### config.mk
export PLATFORM = sky130hd
export DESIGN_NAME = miner_work_ctrl
export DESIGN_NICKNAME = d
export VERILOG_FILES = /design/src/rtl/miner_ctrl_pkg.sv /design/src/rtl/hit_fifo.sv /design/src/rtl/miner_work_ctrl.sv
export SDC_FILE = /design/constraint.sdc
export NUM_CORES = 1
export LEC_CHECK = 0
export CORE_AREA = 2 2 335 337
export CTS_BUF_LIST = sky130_fd_sc_hd__clkbuf_4
export CTS_CLUSTER_DIAMETER = 60
export CTS_CLUSTER_SIZE = 20
export DETAILED_ROUTE_END_ITERATION = 8
export DIE_AREA = 0 0 337 339
export PLACE_DENSITY = 0.46
export SYNTH_ARGS = -nofsm -noshare
export SYNTH_HDL_FRONTEND = slang
export SYNTH_HIERARCHICAL = 1
export SYNTH_SLANG_ARGS = --single-unit
### constraint.sdc
create_clock -name clk -period 17.42 [get_ports clk]
set_input_delay 3.484 -clock clk [delete_from_list [all_inputs] [get_ports clk]]
set_output_delay 3.484 -clock clk [all_outputs]
set_load 0.02 [all_outputs]
### src/rtl/miner_ctrl_pkg.sv
// Shared types and constants for the miner66 work controller.
// Holds the controller state encoding and the hit-record layout width.
package miner_ctrl_pkg;

  typedef enum logic [1:0] {
    ST_IDLE = 2'd0,
    ST_LOAD = 2'd1,
    ST_RUN  = 2'd2,
    ST_EXH  = 2'd3
  } ctrl_state_t;

  localparam int NONCE_W              = 32;
  localparam int DEFAULT_ID_W         = 8;
  localparam int DEFAULT_RESET_CYCLES = 264;
  localparam int HIT_REC_W            = NONCE_W + DEFAULT_ID_W;

  // A hit record is {golden nonce, job tag}.
  function automatic int hit_rec_w(input int id_w);
    return NONCE_W + id_w;
  endfunction

endpackage

### src/rtl/hit_fifo.sv
// Small registered FIFO holding tagged golden-nonce hits for host readout.
// No fall-through: a pushed entry becomes visible the cycle after the push.
module hit_fifo #(
  parameter int DEPTH = 4,
  parameter int WIDTH = 40
) (
  input  logic             clk,
  input  logic             reset_n,
  input  logic             push,
  input  logic [WIDTH-1:0] push_data,
  input  logic             pop,
  output logic [WIDTH-1:0] head_data,
  output logic             full,
  output logic             empty
);
  localparam int AW = $clog2(DEPTH);

  logic [WIDTH-1:0] mem [DEPTH];
  logic [AW-1:0]    wr_ptr;
  logic [AW-1:0]    rd_ptr;
  logic [AW:0]      count;
  logic             do_push;
  logic             do_pop;

  assign empty     = (count == '0);
  assign full      = (count == (AW+1)'(DEPTH));
  assign do_pop    = pop && !empty;
  // A full FIFO still accepts a push when the head leaves in the same cycle.
  assign do_push   = push && (!full || do_pop);
  assign head_data = empty ? '0 : mem[rd_ptr];

  always_ff @(posedge clk) begin
    if (do_push) mem[wr_ptr] <= push_data;
  end

  always_ff @(posedge clk or negedge reset_n) begin
    if (!reset_n) begin
      wr_ptr <= '0;
      rd_ptr <= '0;
      count  <= '0;
    end else begin
      if (do_push) wr_ptr <= wr_ptr + AW'(1);
      if (do_pop)  rd_ptr <= rd_ptr + AW'(1);
      case ({do_push, do_pop})
        2'b10:   count <= count + (AW+1)'(1);
        2'b01:   count <= count - (AW+1)'(1);
        default: count <= count;
      endcase
    end
  end

endmodule

### src/rtl/miner_work_ctrl.sv
// Work scheduler for one miner66 core: holds the active job, sequences the
// core reset per job, and queues each new golden nonce tagged with its job ID.
module miner_work_ctrl
  import miner_ctrl_pkg::*;
#(
  parameter int RESET_CYCLES = DEFAULT_RESET_CYCLES,
  parameter int FIFO_DEPTH   = 4,
  parameter int ID_W         = DEFAULT_ID_W
) (
  input  logic            clk,
  input  logic            reset_n,
  input  logic            work_valid,
  output logic            work_ready,
  input  logic [255:0]    work_midstate,
  input  logic [95:0]     work_data,
  input  logic [ID_W-1:0] work_id,
  output logic [255:0]    miner_midstate,
  output logic [95:0]     miner_data,
  output logic            miner_reset,
  input  logic [31:0]     miner_golden,
  input  logic [31:0]     miner_nonce2,
  output logic            hit_valid,
  input  logic            hit_ready,
  output logic [31:0]     hit_nonce,
  output logic [ID_W-1:0] hit_id,
  output logic            hit_overflow,
  output logic            busy,
  output logic            exhausted,
  output logic [31:0]     nonce_cur
);
  localparam int REC_W = hit_rec_w(ID_W);
  localparam int CNT_W = $clog2(RESET_CYCLES + 1);

  ctrl_state_t      state;
  ctrl_state_t      state_nxt;
  logic [1:0]       rst_sync;
  logic             rst_n_int;
  logic [CNT_W-1:0] load_cnt;
  logic [ID_W-1:0]  active_id;
  logic [31:0]      last_golden;
  logic [31:0]      prev_nonce;
  logic             pend_valid;
  logic [REC_W-1:0] pend_rec;
  logic             accept;
  logic             hashing;
  logic             golden_changed;
  logic             detect;
  logic             wrap;
  logic             load_done;
  logic             fifo_push;
  logic             fifo_full;
  logic             fifo_empty;
  logic             overflow_evt;
  logic [REC_W-1:0] fifo_head;

  // Assertion is immediate; release is delayed two clocks to avoid metastability.
  always_ff @(posedge clk or negedge reset_n) begin
    if (!reset_n) rst_sync <= '0;
    else          rst_sync <= {rst_sync[0], 1'b1};
  end
  assign rst_n_int = rst_sync[1];

  assign work_ready     = (state != ST_LOAD);
  assign accept         = work_valid && work_ready;
  assign hashing        = ((state == ST_RUN) || (state == ST_EXH)) && !accept;
  assign golden_changed = hashing && (miner_golden != last_golden);
  assign detect         = golden_changed && (miner_golden != '0);
  assign wrap           = (state == ST_RUN) && !accept && (miner_nonce2 < prev_nonce);
  assign load_done      = (state == ST_LOAD) && (load_cnt == '0);

  always_ff @(posedge clk or negedge rst_n_int) begin
    if (!rst_n_int) state <= ST_IDLE;
    else            state <= state_nxt;
  end

  always_comb begin
    state_nxt   = state;
    miner_reset = 1'b1;
    busy        = 1'b0;
    case (state)
      ST_IDLE: if (accept) state_nxt = ST_LOAD;
      ST_LOAD: begin
        busy = 1'b1;
        if (load_done) state_nxt = ST_RUN;
      end
      ST_RUN: begin
        miner_reset = 1'b0;
        busy        = 1'b1;
        if (accept)    state_nxt = ST_LOAD;
        else if (wrap) state_nxt = ST_EXH;
      end
      ST_EXH: begin
        miner_reset = 1'b0;
        if (accept) state_nxt = ST_LOAD;
      end
      default: state_nxt = ST_IDLE;
    endcase
  end

  // Hits are staged one cycle before the FIFO; a new job discards the staged hit.
  always_ff @(posedge clk or negedge rst_n_int) begin
    if (!rst_n_int) begin
      miner_midstate <= '0;
      miner_data     <= '0;
      active_id      <= '0;
      load_cnt       <= '0;
      last_golden    <= '0;
      prev_nonce     <= '0;
      nonce_cur      <= '0;
      pend_valid     <= 1'b0;
      pend_rec       <= '0;
    end else begin
      nonce_cur  <= miner_nonce2;
      pend_valid <= detect;
      pend_rec   <= {miner_golden, active_id};
      if (accept) begin
        miner_midstate <= work_midstate;
        miner_data     <= work_data;
        active_id      <= work_id;
        load_cnt       <= CNT_W'(RESET_CYCLES - 1);
      end else if ((state == ST_LOAD) && !load_done) begin
        load_cnt <= load_cnt - CNT_W'(1);
      end
      if (load_done) begin
        last_golden <= '0;
        prev_nonce  <= miner_nonce2;
      end else begin
        if (golden_changed)                 last_golden <= miner_golden;
        if ((state == ST_RUN) && !accept)   prev_nonce  <= miner_nonce2;
      end
    end
  end

  always_ff @(posedge clk or negedge rst_n_int) begin
    if (!rst_n_int) begin
      exhausted    <= 1'b0;
      hit_overflow <= 1'b0;
    end else if (accept) begin
      exhausted    <= 1'b0;
      hit_overflow <= 1'b0;
    end else begin
      if (wrap)         exhausted    <= 1'b1;
      if (overflow_evt) hit_overflow <= 1'b1;
    end
  end

  assign fifo_push    = pend_valid && !accept;
  assign overflow_evt = fifo_push && fifo_full && !hit_ready;

  hit_fifo #(
    .DEPTH (FIFO_DEPTH),
    .WIDTH (REC_W)
  ) u_hit_fifo (
    .clk       (clk),
    .reset_n   (rst_n_int),
    .push      (fifo_push),
    .push_data (pend_rec),
    .pop       (hit_ready),
    .head_data (fifo_head),
    .full      (fifo_full),
    .empty     (fifo_empty)
  );

  assign hit_valid = !fifo_empty;
  assign hit_nonce = fifo_head[REC_W-1 -: 32];
  assign hit_id    = fifo_head[ID_W-1:0];

endmodule

==> results.yml <==
status:
  outcome: "finished clean"
sta:
  setup_viol: 0
  fin_tns_setup_ns: 0
  period_needed_ns: 6.91
  slew_headroom_pct: 17.3
  tightest_slew_ns: 1.24
  fin_crit_sh_pct: 39.6
  grt_setup_unrepaired: "no"
  clock_skew_ns: 0.128
  slew_viol_final: 0
  finalHoldViolCount: 0
  holdWs_ns: 0.359
  fmax_mhz: 145
flow_run:
  cap_viol_max_count: 0
floorplanning:
  die_x_um: 337
  core_um2: 110000
  dieHeight_um: 339
  row_count: 122
  start_util_pct: 23.5
  io_pins: 858
  dieArea_um2: 114000
setup_path:
  crit_type: "reg -> out"
  crit_required_ns: 13.94
  cp.arrival_ns: 3.42
  crit_fanout: 40
  cp-end-kind: "output pin"
  startpoint_type: "register"
logic_synthesis:
  syn_inst: 2277
  ys_types: 50
  synthFlopType: "dfrtp_1"
  syn_nets: 2747
  avgSynthCellArea_um2: 11.4
  synth_top_area_cell: "dfrtp_1"
  async_flop_share_pct: 76.4
  synthTopCellsByArea: "dfrtp_1 (50%), edfxtp_1 (18%), nand2_1 (16%)"
  ys_ff_latch: 679
  netlist_area_um2: 26000
  ys_warn_count: 6
  synth_edf_count: 160
  yosysTopAreaCellShare_pct: 50.0
  yosysSeqAreaShare_pct: 68.5
clock_network:
  cts_tree: "done"
  cts.repair.resized: 0
  root_buffer: "clkbuf_4"
  cts_setup_buffers: 0
  h-tree-depth: 3
  clock-sinks: 679
  path_clk_slew_ns: 0.15
  insertion_delay_ns: 0.96
  clockBufferDepth: 3
  cts_hold_buf: 0
  numCtsBuffers: 80
detailed_routing:
  vias: 19200
  dr.pass1.iters: 5
  drtAntennaViolNets: 0
  drc_errors: 0
  drt_iter0_drc: 1365
  wl_mm: 96.6
  viasPerCell: 4.09
  routedWlPerCell_um: 20.6
place:
  portBuffers: 857
  place_hpwl_mm: 69.1
  gp_congestion: 0.850
hold_path:
  hold_class: "reg -> async"
cells_and_area:
  syn_to_final_growth_pct: 44.7
  drive_gt1_share_pct: 7.91
  nFillCells: 11300
  fin_nets: 3600
power_and_ir_drop:
  p_leak_uw: 0.0167
  power.density_nw_per_um2: 183
  ir_worst_vdd_mv: 0.102
grt:
  grt_pass1_vias: 19500
  grt_max_degree: 167
  grtUsageTotal_pct: 16.6
  grt_pass1_wl_mm: 139
  overflow: 0
  antenna_found_initial: 13
==> kinds of logic (layout without fill, tap and decap cells) <==
| family | after synthesis | count (layout) | share of synthesized area [%] |
|---|---|---|---|
| mux | 75 | 75 | 4.99 |
| compound gates | 77 | 77 | 2.17 |
| xor+xnor | 40 | 40 | 1.35 |
| fa+ha+maj | 42 | 42 | 2.05 |
| other cells | 1 | 6 | 0.0144 |
| flops | 679 | 679 | 68.5 |
| simple gates | 1206 | 1206 | 18.4 |
| buf+inv | 157 | 1078 | 2.61 |
==> final timing paths <==
| kind | depth (start not counted) | startpoint | endpoint | slack, ns |
|---|---|---|---|---|
| min in group clk | 0 | rst_sync[0]$_DFF_PN0_ | rst_sync[1]$_DFF_PN0_ | 0.37 |
| max reg2reg | 7 | state[1]$_DFFE_PN0P_ | miner_midstate[241]$_DFFE_PN0P_ | 13.69 |
| min reg2reg | 0 | rst_sync[1]$_DFF_PN0_ | miner_midstate[188]$_DFFE_PN0P_ | 0.36 |
| min | 0 | rst_sync[1]$_DFF_PN0_ | miner_midstate[188]$_DFFE_PN0P_ | 0.36 |
| max in group asynchronous | 1 | reset_n | rst_sync[1]$_DFF_PN0_ | 14.58 |
| max | 4 | u_hit_fifo/rd_ptr[0]$_DFFE_PN0P_ | hit_nonce[17] | 10.51 |
==> critical path, stage by stage (launching register included) <==
cell	delay [ns]
dfrtp_2	0.41
buf_4	0.68
mux4_2	0.60
and2_1	0.17
clkdlybuf4s50_1	0.61
==> layout by cell type (no fill, tap or decap), drive strengths merged, types with 2 or more instances in the layout <==
cell / count
a21oi: 18
clkinvlp: 9
ha: 41
nand2b: 3
inv: 73
a22o: 33
nand3: 6
nand4: 8
xnor2: 3
mux4: 40
o21ai: 11
clkdlybuf4s50: 857
nor4: 16
buf: 23
nor3: 5
a31oi: 2
mux2i: 2
dfrtp: 519
nor2b: 3
and2: 47
diode: 5
bufinv: 8
xor2: 37
mux2: 33
nand2: 1096
clkinv: 20
edfxtp: 160
a21o: 2
nor2: 15
clkbuf: 88
and3: 2
==> synth_stat cells (2+ instances only) <==
master	instances
nor2_1	14
edfxtp_1	160
a22o_1	33
o21ai_0	11
a31oi_1	2
a21o_1	2
buf_6	9
nor3_1	5
nand3_1	6
mux4_2	40
mux2_2	32
xor2_1	37
a21oi_1	18
and3_1	2
buf_2	8
nand2_1	1096
mux2i_1	2
clkbuf_1	86
nand4_1	8
nor4_1	16
nor2b_1	3
nand2b_1	3
buf_1	3
ha_1	41
and2_2	4
dfrtp_1	519
inv_1	48
xnor2_1	3
buf_4	3
and2_1	43
==> where the power goes <==
part	total, µW	internal, µW	switching, µW
registers	2540	2220	318
clock network	1120	422	698
logic	3230	1400	1830
==> registers in the layout, summed over array words and instances (netlist names), 9 cells and up <==
signal          flops
nonce_cur          32
last_golden        32
u_hit_fifo/mem    160
miner_midstate    256
miner_data         96
pend_rec           40
load_cnt            9
prev_nonce         32
==> metrics by stage <==
step	area (µm²)	instances	utilization [%]	power [µW]	worst slack, ns
final	37600	4691	34.1	6890	10.51
after detailed placement	36200	4536	32.8	5850	10.77
after global placement	36200	4536	32.8	5860	10.81
after floorplan	26000	2277	-	4180	1.88
after CTS	37600	4686	34.1	7030	10.23
after global routing	37600	4688	34.1	7340	10.21
==> layout make-up <==
cell class / count / area, µm² / share of cell area, %
Tap cell: 1488 / 1860 / 4.95
Antenna cell: 5 / 12.5 / 0.0333
Timing Repair Buffer: 880 / 8790 / 23.4
Inverter: 48 / 180 / 0.479
Clock buffer: 88 / 661 / 1.76
Multi-Input combinational cell: 1441 / 7530 / 20.0
Sequential cell: 679 / 17800 / 47.3
Clock inverter: 62 / 777 / 2.07
==> metal layers <==
metal / GRT usage [%] / share of wire (%) / vias to the layer above
met5: 0 / 0.041 / -
met1: 21.1 / 42 / 9462
met4: 3.81 / 1.7 / 6
met2: 27.3 / 48 / 550
met3: 5.32 / 7.7 / 110
li1: - / - / 9067
No activity file was read; power rests on OpenSTA's default activity.
